**config.mk**
```make
export PLATFORM = sky130hd
export DESIGN_NAME = uart_rx_packet_flat
export DESIGN_NICKNAME = d
export VERILOG_FILES = /design/src/rtl/uart_rx_packet_if.sv /design/src/rtl/uart_rx_packet.sv /design/src/flat_wrapper.sv
export SDC_FILE = /design/constraint.sdc
export NUM_CORES = 1
export LEC_CHECK = 0
export BUFFER_PORTS_ARGS = -buffer_cell sky130_fd_sc_hd__buf_2
export CAP_MARGIN = 10
export CORE_AREA = 2 2 195 159
export CTS_CLUSTER_DIAMETER = 150
export CTS_CLUSTER_SIZE = 12
export DETAILED_ROUTE_END_ITERATION = 8
export DIE_AREA = 0 0 197 161
export PLACE_DENSITY = 0.43
export SETUP_SLACK_MARGIN = 0.5
export SYNTH_ARGS = -nofsm -noshare
export SYNTH_HDL_FRONTEND = slang
export SYNTH_SLANG_ARGS = --single-unit
```
**constraint.sdc**
```tcl
create_clock -name CLK -period 2.5 [get_ports CLK]
set_input_delay 0.25 -clock CLK [delete_from_list [all_inputs] [get_ports CLK]]
set_output_delay 0.25 -clock CLK [all_outputs]
set_load 0.05 [all_outputs]
```
**src/rtl/uart_rx_packet_if.sv**
```systemverilog
// Byte-stream input, held-packet output and buffer read port of the packet deframer.
// The deframer takes the slave side; the command logic and byte source take the master side.
interface uart_rx_packet_if #(
    parameter int IDX_W = 4
);
    logic [7:0]       RX_DATA;
    logic             RX_RECV;
    logic             PKT_VALID;
    logic [7:0]       PKT_ADDR;
    logic [7:0]       PKT_LEN;
    logic             PKT_ACK;
    logic [IDX_W-1:0] RD_IDX;
    logic [7:0]       RD_DATA;
    logic             ERR_CSUM;
    logic             ERR_LEN;
    logic             ERR_TIMEOUT;
    logic             OVERRUN;

    modport slave (
        input  RX_DATA, RX_RECV, PKT_ACK, RD_IDX,
        output PKT_VALID, PKT_ADDR, PKT_LEN, RD_DATA,
        output ERR_CSUM, ERR_LEN, ERR_TIMEOUT, OVERRUN
    );

    modport master (
        output RX_DATA, RX_RECV, PKT_ACK, RD_IDX,
        input  PKT_VALID, PKT_ADDR, PKT_LEN, RD_DATA,
        input  ERR_CSUM, ERR_LEN, ERR_TIMEOUT, OVERRUN
    );
endinterface

```
**src/rtl/uart_rx_packet.sv**
```systemverilog
// Deframes SYNC/ADDR/LEN/payload/CSUM packets from a UART byte stream and holds a
// checksum-verified packet in a buffer until the consumer acknowledges it.
module uart_rx_packet #(
    parameter int         MAX_LEN = 16,
    parameter int         IDX_W   = 4,
    parameter logic [7:0] SYNC    = 8'h55,
    parameter int         TIMEOUT = 50000
) (
    input logic                 CLK,
    input logic                 RST,
    uart_rx_packet_if.slave     bus
);
    localparam int               TW         = $clog2(TIMEOUT + 1);
    localparam logic [TW-1:0]    TIMER_LAST = TW'(TIMEOUT - 1);
    localparam logic [7:0]       MAX_LEN_B  = 8'(MAX_LEN);
    localparam int               DEPTH      = 1 << IDX_W;

    typedef enum logic [2:0] {
        S_IDLE,
        S_ADDR,
        S_LEN,
        S_PAYLOAD,
        S_CSUM,
        S_HOLD
    } state_t;

    state_t          state_reg;
    logic [7:0]      sum_reg;
    logic [7:0]      frame_addr_reg;
    logic [7:0]      frame_len_reg;
    logic [7:0]      cnt_reg;
    logic [TW-1:0]   timer_reg;

    // Sized to the full index range so any RD_IDX is a legal address.
    logic [7:0]      mem [0:DEPTH-1];
    logic            wr_en;

    assign wr_en = bus.RX_RECV && (state_reg == S_PAYLOAD) && !RST;

    always_ff @(posedge CLK) begin
        if (wr_en) begin
            mem[cnt_reg[IDX_W-1:0]] <= bus.RX_DATA;
        end
    end

    always_ff @(posedge CLK) begin
        if (RST) begin
            bus.RD_DATA <= 8'h00;
        end else begin
            bus.RD_DATA <= mem[bus.RD_IDX];
        end
    end

    always_ff @(posedge CLK) begin
        if (RST) begin
            state_reg       <= S_IDLE;
            sum_reg         <= 8'h00;
            frame_addr_reg  <= 8'h00;
            frame_len_reg   <= 8'h00;
            cnt_reg         <= 8'h00;
            timer_reg       <= '0;
            bus.PKT_VALID   <= 1'b0;
            bus.PKT_ADDR    <= 8'h00;
            bus.PKT_LEN     <= 8'h00;
            bus.ERR_CSUM    <= 1'b0;
            bus.ERR_LEN     <= 1'b0;
            bus.ERR_TIMEOUT <= 1'b0;
            bus.OVERRUN     <= 1'b0;
        end else begin
            bus.ERR_CSUM    <= 1'b0;
            bus.ERR_LEN     <= 1'b0;
            bus.ERR_TIMEOUT <= 1'b0;
            bus.OVERRUN     <= 1'b0;

            case (state_reg)
                S_IDLE: begin
                    timer_reg <= '0;
                    if (bus.RX_RECV && bus.RX_DATA == SYNC) begin
                        state_reg <= S_ADDR;
                        sum_reg   <= 8'h00;
                    end
                end

                S_HOLD: begin
                    timer_reg <= '0;
                    // Ack takes priority; a coincident byte is treated as arriving in IDLE.
                    if (bus.PKT_ACK) begin
                        bus.PKT_VALID <= 1'b0;
                        state_reg     <= S_IDLE;
                        if (bus.RX_RECV && bus.RX_DATA == SYNC) begin
                            state_reg <= S_ADDR;
                            sum_reg   <= 8'h00;
                        end
                    end else if (bus.RX_RECV) begin
                        bus.OVERRUN <= 1'b1;
                    end
                end

                default: begin
                    if (bus.RX_RECV) begin
                        timer_reg <= '0;
                        case (state_reg)
                            S_ADDR: begin
                                frame_addr_reg <= bus.RX_DATA;
                                sum_reg        <= bus.RX_DATA;
                                state_reg      <= S_LEN;
                            end
                            S_LEN: begin
                                if (bus.RX_DATA > MAX_LEN_B) begin
                                    bus.ERR_LEN <= 1'b1;
                                    state_reg   <= S_IDLE;
                                end else begin
                                    sum_reg       <= sum_reg + bus.RX_DATA;
                                    frame_len_reg <= bus.RX_DATA;
                                    cnt_reg       <= 8'h00;
                                    state_reg     <= (bus.RX_DATA == 8'h00) ? S_CSUM : S_PAYLOAD;
                                end
                            end
                            S_PAYLOAD: begin
                                sum_reg <= sum_reg + bus.RX_DATA;
                                cnt_reg <= cnt_reg + 8'd1;
                                if (cnt_reg + 8'd1 == frame_len_reg) begin
                                    state_reg <= S_CSUM;
                                end
                            end
                            S_CSUM: begin
                                if (bus.RX_DATA == sum_reg) begin
                                    bus.PKT_VALID <= 1'b1;
                                    bus.PKT_ADDR  <= frame_addr_reg;
                                    bus.PKT_LEN   <= frame_len_reg;
                                    state_reg     <= S_HOLD;
                                end else begin
                                    bus.ERR_CSUM <= 1'b1;
                                    state_reg    <= S_IDLE;
                                end
                            end
                            default: state_reg <= S_IDLE;
                        endcase
                    end else if (timer_reg == TIMER_LAST) begin
                        bus.ERR_TIMEOUT <= 1'b1;
                        timer_reg       <= '0;
                        state_reg       <= S_IDLE;
                    end else begin
                        timer_reg <= timer_reg + 1'b1;
                    end
                end
            endcase
        end
    end
endmodule

```
**src/flat_wrapper.sv**
```systemverilog
// flat-port wrapper written by rule: the top's interface ports become plain ports
module uart_rx_packet_flat 
#(
    parameter int         MAX_LEN = 16,
    parameter int         IDX_W   = 4,
    parameter logic [7:0] SYNC    = 8'h55,
    parameter int         TIMEOUT = 50000
)
  (CLK, RST, bus_RX_DATA, bus_RX_RECV, bus_PKT_ACK, bus_RD_IDX, bus_PKT_VALID, bus_PKT_ADDR, bus_PKT_LEN, bus_RD_DATA, bus_ERR_CSUM, bus_ERR_LEN, bus_ERR_TIMEOUT, bus_OVERRUN);
  uart_rx_packet_if #(.IDX_W(IDX_W)) bus_i ();
  input logic CLK;
  input logic RST;
  input wire logic [$bits(bus_i.RX_DATA)-1:0] bus_RX_DATA;
  input wire logic [$bits(bus_i.RX_RECV)-1:0] bus_RX_RECV;
  input wire logic [$bits(bus_i.PKT_ACK)-1:0] bus_PKT_ACK;
  input wire logic [$bits(bus_i.RD_IDX)-1:0] bus_RD_IDX;
  output wire logic [$bits(bus_i.PKT_VALID)-1:0] bus_PKT_VALID;
  output wire logic [$bits(bus_i.PKT_ADDR)-1:0] bus_PKT_ADDR;
  output wire logic [$bits(bus_i.PKT_LEN)-1:0] bus_PKT_LEN;
  output wire logic [$bits(bus_i.RD_DATA)-1:0] bus_RD_DATA;
  output wire logic [$bits(bus_i.ERR_CSUM)-1:0] bus_ERR_CSUM;
  output wire logic [$bits(bus_i.ERR_LEN)-1:0] bus_ERR_LEN;
  output wire logic [$bits(bus_i.ERR_TIMEOUT)-1:0] bus_ERR_TIMEOUT;
  output wire logic [$bits(bus_i.OVERRUN)-1:0] bus_OVERRUN;
  assign bus_i.RX_DATA = bus_RX_DATA;
  assign bus_i.RX_RECV = bus_RX_RECV;
  assign bus_i.PKT_ACK = bus_PKT_ACK;
  assign bus_i.RD_IDX = bus_RD_IDX;
  assign bus_PKT_VALID = bus_i.PKT_VALID;
  assign bus_PKT_ADDR = bus_i.PKT_ADDR;
  assign bus_PKT_LEN = bus_i.PKT_LEN;
  assign bus_RD_DATA = bus_i.RD_DATA;
  assign bus_ERR_CSUM = bus_i.ERR_CSUM;
  assign bus_ERR_LEN = bus_i.ERR_LEN;
  assign bus_ERR_TIMEOUT = bus_i.ERR_TIMEOUT;
  assign bus_OVERRUN = bus_i.OVERRUN;
  uart_rx_packet #(.MAX_LEN(MAX_LEN), .IDX_W(IDX_W), .SYNC(SYNC), .TIMEOUT(TIMEOUT)) u_core (.CLK(CLK), .RST(RST), .bus(bus_i));
endmodule
```
==> results of run 1 <==
cells in the mapped netlist (2+ instances only):
cell | count | share of area (%)
sky130_fd_sc_hd__and4_1 | 2 | 0.20
sky130_fd_sc_hd__nand4_1 | 8 | 0.57
sky130_fd_sc_hd__or3b_2 | 2 | 0.20
sky130_fd_sc_hd__clkbuf_1 | 24 | 1.0
sky130_fd_sc_hd__nand3_1 | 10 | 0.57
sky130_fd_sc_hd__and3_1 | 10 | 0.71
sky130_fd_sc_hd__nand2_1 | 76 | 3.2
sky130_fd_sc_hd__nor4_1 | 5 | 0.35
sky130_fd_sc_hd__nand4b_1 | 2 | 0.20
sky130_fd_sc_hd__xor2_1 | 14 | 1.4
sky130_fd_sc_hd__buf_6 | 5 | 0.64
sky130_fd_sc_hd__mux4_2 | 40 | 10
sky130_fd_sc_hd__buf_2 | 6 | 0.34
sky130_fd_sc_hd__a22o_1 | 3 | 0.30
sky130_fd_sc_hd__nor2_1 | 53 | 2.3
sky130_fd_sc_hd__nand2b_1 | 10 | 0.71
sky130_fd_sc_hd__nor3b_1 | 2 | 0.17
sky130_fd_sc_hd__o21ai_0 | 11 | 0.62
sky130_fd_sc_hd__edfxtp_1 | 128 | 44
sky130_fd_sc_hd__a221oi_1 | 2 | 0.20
sky130_fd_sc_hd__ha_1 | 12 | 1.7
sky130_fd_sc_hd__and3b_1 | 3 | 0.30
sky130_fd_sc_hd__o21bai_1 | 2 | 0.17
sky130_fd_sc_hd__dfxtp_1 | 80 | 18
sky130_fd_sc_hd__inv_1 | 11 | 0.47
sky130_fd_sc_hd__a31oi_1 | 3 | 0.21
sky130_fd_sc_hd__or3_1 | 6 | 0.43
sky130_fd_sc_hd__o211ai_1 | 2 | 0.17
sky130_fd_sc_hd__nor4b_1 | 2 | 0.20
sky130_fd_sc_hd__a211oi_1 | 3 | 0.26
sky130_fd_sc_hd__nand3b_1 | 2 | 0.17
sky130_fd_sc_hd__o21a_1 | 3 | 0.26
sky130_fd_sc_hd__nor2b_1 | 15 | 1.1
sky130_fd_sc_hd__o31ai_1 | 2 | 0.17
sky130_fd_sc_hd__a21oi_1 | 43 | 2.4
sky130_fd_sc_hd__mux2i_1 | 5 | 0.57
sky130_fd_sc_hd__a22oi_1 | 2 | 0.17
sky130_fd_sc_hd__or2_2 | 2 | 0.14
sky130_fd_sc_hd__nor3_1 | 16 | 0.91
sky130_fd_sc_hd__xnor2_1 | 14 | 1.4
worst max-delay path by stage:
stage                               from             endpoint  cells after the start  slack, ns
floorplan            u_core.state_reg[1]    u_core.mem[12][0]                      6       0.44
global placement          bus_RX_DATA[3]  u_core.state_reg[0]                      7       0.25
detailed placement  u_core.timer_reg[13]  u_core.state_reg[0]                      6       0.25
CTS                  u_core.state_reg[0]    u_core.cnt_reg[2]                      4       0.37
global route           u_core.cnt_reg[0]  u_core.state_reg[0]                      8       0.37
finish                 u_core.cnt_reg[1]  u_core.state_reg[0]                      8       0.50
repair_timing:
action                                 in CTS  in global routing
gates resized for setup                     6                 38
pin swaps                                   1                 10
setup endpoints to repair                 131                162
hold buffers                                1                  0
buffers inserted                            0                  3
endpoints found under the hold margin       2                  0
kinds of logic (layout without fill, tap and decap cells):
logic type               count (synthesis)  in the layout  synth area share [%]
AO/OA/AOI/OAI                           92             92                  6.86
XOR/XNOR                                28             28                  2.78
adder cells (fa/ha/maj)                 13             13                  1.93
buffers and inverters                   49            135                  2.72
flip-flops                             208            208                  61.7
multiplexers                            45             45                  10.8
AND/OR/NAND/NOR                        234            234                  13.3
metrics by stage:
| step | worst slack [ns] | hold WS [ns] | instance area, µm² |
|---|---|---|---|
| floorplan | 0.439 | 0.328 | 8870 |
| CTS | 0.371 | 0.102 | 10300 |
| global route | 0.373 | 0.101 | 10500 |
| global placement | 0.253 | 0.435 | 9710 |
| detailed placement | 0.245 | 0.439 | 9710 |
| finish | 0.500 | 0.105 | 10500 |
cell type report:
| type | instances | area [µm²] | area share, % |
|---|---|---|---|
| clock inverter | 2 | 17.5 | 0.167 |
| inverter | 11 | 41.3 | 0.393 |
| multi-input combinational | 412 | 3340 | 31.8 |
| clock buffer | 33 | 571 | 5.43 |
| timing repair buffer | 89 | 609 | 5.80 |
| sequential | 208 | 5450 | 51.9 |
| tap | 383 | 479 | 4.56 |
cell usage in the layout, fill, tap and decap left out, drive strengths merged, types with 3 or more instances in the layout:
master,synthesis,final
o21bai,3,3
clkbuf,26,33
nor2b,16,16
nand4,9,9
xor2,14,14
nand2b,10,10
nor4,5,5
nand2,76,76
or3,6,6
a21oi,43,43
o21a,3,3
mux4,40,40
inv,11,13
nor3,16,16
nand3,10,10
dfxtp,80,80
ha,12,12
and3,10,10
nor2,53,53
xnor2,14,14
buf,12,88
a211oi,3,3
o21ai,12,12
or3b,3,3
mux2i,5,5
a22o,3,3
edfxtp,128,128
a31oi,3,3
and3b,3,3
per-layer routing:
metal | track usage, % | vias to the layer above | wire [µm]
met5 | 0 | - | 0
met4 | 2.97 | 0 | 330
met3 | 2.71 | 23 | 1060
met2 | 21.7 | 118 | 9730
met1 | 20.3 | 2783 | 10900
li1 | - | 2630 | -
critical path, stage by stage (launching register included):
cell and delay, ns:
sky130_fd_sc_hd__dfxtp_2 0.34, sky130_fd_sc_hd__ha_4 0.17, sky130_fd_sc_hd__buf_6 0.13, sky130_fd_sc_hd__a31o_4 0.22
sky130_fd_sc_hd__o211a_1 0.11, sky130_fd_sc_hd__o31ai_2 0.24, sky130_fd_sc_hd__o211ai_1 0.18, sky130_fd_sc_hd__or3b_1 0.40
sky130_fd_sc_hd__a21oi_1 0.14
power by group through the flow:
| stage | Clock [µW] | Combinational, µW | Sequential (µW) |
|---|---|---|---|
| 6_report | 2860 | 814 | 3740 |
| 5_1_grt | 3100 | 896 | 3750 |
| 4_1_cts | 2960 | 769 | 3740 |
| 3_5_place_dp | 0 | 760 | 3810 |
| 3_3_place_gp | 0 | 750 | 3810 |
| 2_1_floorplan | 0 | 519 | 3820 |
==> results_dict.tcl, run 1 <==
set metrics [dict create \
    first_pass_detailed_route_iteration_total 5 \
    post-route-period-util_pct 80.0 \
    root_buffer "sky130_fd_sc_hd__clkbuf_16" \
    power_frac_seq_pct 50.5 \
    ys_types 68 \
    clock_latency_ns 0.52 \
    fillers 2901 \
    fin_nets 772 \
    pwr-share-comb_pct 11.0 \
    cellPowerDensity_nw_per_um2 705 \
    antenna_violating_nets_post_route 0 \
    yosys_warns 0 \
    gp_congestion 0.791 \
    synth_fp_nets 698 \
    coreArea_um2 29800 \
    worst_setup_hold_path_clk_slew_ns 0.07 \
    start_util_pct 29.6 \
    timing.hold.worst_path_depth 1 \
    synth-async-reset-ratio_pct 0 \
    max_slew_violation_count 0 \
    cts-buffers-inserted 21 \
    startpoint_of_the_worst_slack_reg_to_reg_timing_path "u_core.cnt_reg[1]" \
    worstHoldStart "bus_RX_DATA[7]" \
    status "completed" \
    dp.cells 1099 \
    switching_power_uw 1820 \
    setup_slack_of_the_worst_register_to_register_path_ns 0.50 \
    hold_path_end "u_core.mem[10][7]" \
    slew_limit_headroom_pct 56.5 \
    gr-total-overflow 0 \
    cts_tree "yes" \
    die_width_um 197 \
    internal_power_uw 5600 \
    worst_setup_path_start_kind "register" \
    totalWireLength_um 22100 \
    syn_area_per_cell_um2 13.2 \
    fin_tns_setup_ns 0 \
    grt_max_degree 51 \
    irDropWorstVdd_uv 413 \
    htreeDepth 1 \
    layoutNonFillerInstCount 1138 \
    total_leakage_power_uw 0.00358 \
    r2r_cells 8 \
    largest_register_ffs 128 \
    io_buffer_count 44 \
    timing_hold_violations_final 0 \
    cts_sinks 208 \
    setup.worst_path.end_class "register" \
    maximum_capacitance_violations 0 \
    synth_top_flop_cell "sky130_fd_sc_hd__edfxtp_1" \
    yosys_register_bits 208 \
    report.final.setup_viol 0 \
    dieArea_um2 31700 \
    synth-seq-area-share_pct 61.7 \
    worst_hold_path_type "in2reg" \
    detail_route.wl_per_cell_um 19.4 \
    io-pin-count 45 \
    num_antenna_cells 0 \
    post_layout_power_uw 7420 \
    cts_buffer_depth 3 \
    layout_min_cycle_time_ns 2.00 \
    timing_worst_slew_pin_value_ns 0.651 \
    grt_setup_unrepaired "true" \
    vias 5554 \
    worst-endpoint-required_ns 2.94 \
    global_route.usage.total_pct 14.0 \
    drc 0 \
    postSynthCellCount 669 \
    worst_ep_arrival_time_ns 2.44 \
    synth_edf_count 128 \
    setup.worst_path.class "reg2reg" \
    reg2reg_to "u_core.state_reg[0]" \
    clock_skew_ns 0.0239 \
    drt_first_iter_violations 288 \
    timing.critical_path.fanout_max 8 \
    chipHeight_um 161 \
    clock.fmax_mhz 500 \
    drive_above_1_share_pct 26.2 \
    number_of_global_route_vias_before_repair 5586 \
    routed_via_density 4.88 \
    fin_util_pct 35.3 \
    clk_pwr_share_pct 38.5 \
    first_pass_grt_wire_length_um 33600 \
    antenna_violations_before_repair 0 \
    sw_frac_of_total_pct 24.5 \
    hpwlAfterDp_um 14600 \
    mappedNetlistArea_um2 8830 \
    flow.area_growth_from_synthesis_pct 19.0 \
    num_rows 57 \
]
No activity file was read; power rests on OpenSTA's default activity.
==> inputs of run 2 (changes only) <==
Settings changed: PLACE_DENSITY 0.43 to 0.44.
Clock period 2.5 ns to 1.7 ns, I/O delays scaled along.
==> results_dict.tcl, run 2 (synthesis results as in run 1) <==
set metrics [dict create \
    clock_latency_ns 0.51 \
    fin_hold_ws_ns 0.0277 \
    vias 6076 \
    fin_tns_setup_ns -3.14 \
    irDropWorstVdd_uv 630 \
    cts_sinks 208 \
    timing_hold_violations_final 0 \
    coreArea_um2 29800 \
    flow.area_growth_from_synthesis_pct 41.0 \
    io_buffer_count 44 \
    layout_min_cycle_time_ns 1.92 \
    maximum_capacitance_violations 0 \
    setup.worst_path.class "reg2reg" \
    gr-total-overflow 0 \
    cellPowerDensity_nw_per_um2 923 \
    max_slew_violation_count 0 \
    mostFrequentLayoutCells "128 x sky130_fd_sc_hd__edfxtp_1, 103 x sky130_fd_sc_hd__buf_4, 58 x sky130_fd_sc_hd__nand2_1, 43 x sky130_fd_sc_hd__dfxtp_1, 40 x sky130_fd_sc_hd__mux4_2" \
    total_leakage_power_uw 0.00431 \
    start_util_pct 29.6 \
    timing_worst_slew_pin_value_ns 0.472 \
    timing.critical_path.fanout_max 5 \
    die_width_um 197 \
    cts_buffer_depth 3 \
    root_buffer "sky130_fd_sc_hd__clkbuf_16" \
    mostFrequentLayoutCell "sky130_fd_sc_hd__edfxtp_1" \
    fin_util_pct 41.8 \
    antenna_violations_before_repair 0 \
    grt_setup_unrepaired "true" \
    slowest_stage "sky130_fd_sc_hd__or3b_1" \
    worst-endpoint-required_ns 2.15 \
    cts-buffers-inserted 21 \
    num_rows 57 \
    number_of_global_route_vias_before_repair 6284 \
    dieArea_um2 31700 \
    global_route.usage.total_pct 15.3 \
    worst_setup_hold_path_clk_slew_ns 0.07 \
    chipHeight_um 161 \
    placement.setup.worst_slack_ns -0.540 \
    worst_ep_arrival_time_ns 2.37 \
    grt_max_degree 68 \
    clock_skew_ns 0.0203 \
    detail_route.wl_per_cell_um 19.3 \
    io-pin-count 45 \
    post-route-period-util_pct 113 \
    gp_congestion 0.773 \
    slew_limit_headroom_pct 68.3 \
    routed_via_density 4.88 \
    worst_hold_path_type "in2reg" \
    cts_tree "yes" \
    largest_register_ffs 128 \
    drive_above_1_share_pct 46.0 \
    setup.worst_path.end_class "register" \
    totalWireLength_um 24000 \
    report.final.setup_viol 51 \
    first_pass_grt_wire_length_um 37200 \
    drt_first_iter_violations 396 \
    antenna_violating_nets_post_route 0 \
    clock.fmax_mhz 521 \
    worst_setup_path_start_kind "register" \
    fin_nets 877 \
    first_pass_detailed_route_iteration_total 5 \
    critPathMaxStageDelay_ns 0.41 \
    htreeDepth 1 \
    violated_checks "setup timing" \
    status "finished with violations" \
    post_layout_power_uw 11500 \
    cp_cell_sequence "ha_4, a31o_4, o211a_1, o31ai_2, buf_4, o211ai_1, or3b_1, a21oi_2" \
    drc 0 \
    setup_slack_ns -0.220 \
    hpwlAfterDp_um 15900 \
]
run 2: stage by stage:
step           cell area, µm²  cells
2_1_floorplan            9230    669
3_3_place_gp            10800   1182
3_5_place_dp            10800   1182
4_1_cts                 12200   1236
5_1_grt                 12400   1244
6_report                12400   1245
run 2: area by class of cell:
cell class	count	area, µm²
clock buffer	34	574
inverter	11	41.3
antenna	1	2.50
multi-input combinational	413	3860
timing repair buffer	193	1980
fill	2764	17400
sequential	208	5500
tap	383	479
clock inverter	2	17.5
run 2: metal layers:
| layer | global-route usage, % | wire length (µm) | vias to the layer above | share of wire (%) |
|---|---|---|---|---|
| li1 | - | - | 2856 | - |
| met2 | 25.2 | 11300 | 98 | 47 |
| met1 | 21.1 | 11400 | 3091 | 47 |
| met4 | 3.32 | 402 | 0 | 1.7 |
| met5 | 0 | 0 | - | 0 |
| met3 | 2.74 | 884 | 31 | 3.7 |
run 2: repair_timing:
item,in CTS,in global routing
gates resized for setup,162,54
pin swaps,42,28
setup buffers,16,7
hold buffers,1,0
gates cloned,1,1
endpoints found under the hold margin,2,0
setup endpoints to repair,235,229
run 2: path summary, 6_finish.rpt:
kind / startpoint / end / slack (ns) / depth (start not counted)
worst max-delay path: u_core.cnt_reg[0] / u_core.state_reg[0] / -0.22 / 8
worst min-delay path: bus_RX_DATA[3] / u_core.mem[14][3] / 0.03 / 1
worst max register to register: u_core.cnt_reg[0] / u_core.state_reg[0] / -0.22 / 8
worst min register to register: u_core.frame_addr_reg[7] / u_core.bus.PKT_ADDR[7] / 0.45 / 2
run 2: worst max-delay path: cells and delay by family, from the launching register on:
| kind | cells | cell delay, ns |
|---|---|---|
| flops | 1 | 0.36 |
| simple gates | 1 | 0.41 |
| compound gates | 5 | 0.76 |
| fa+ha+maj | 1 | 0.19 |
| buf+inv | 1 | 0.14 |
run 2: power breakdown:
part           switching, µW  internal (µW)  leakage [µW]  total [µW]
clock                   1880           2310      0.000283        4190
sequential              75.9           5430       0.00182        5510
combinational            930            868       0.00221        1800
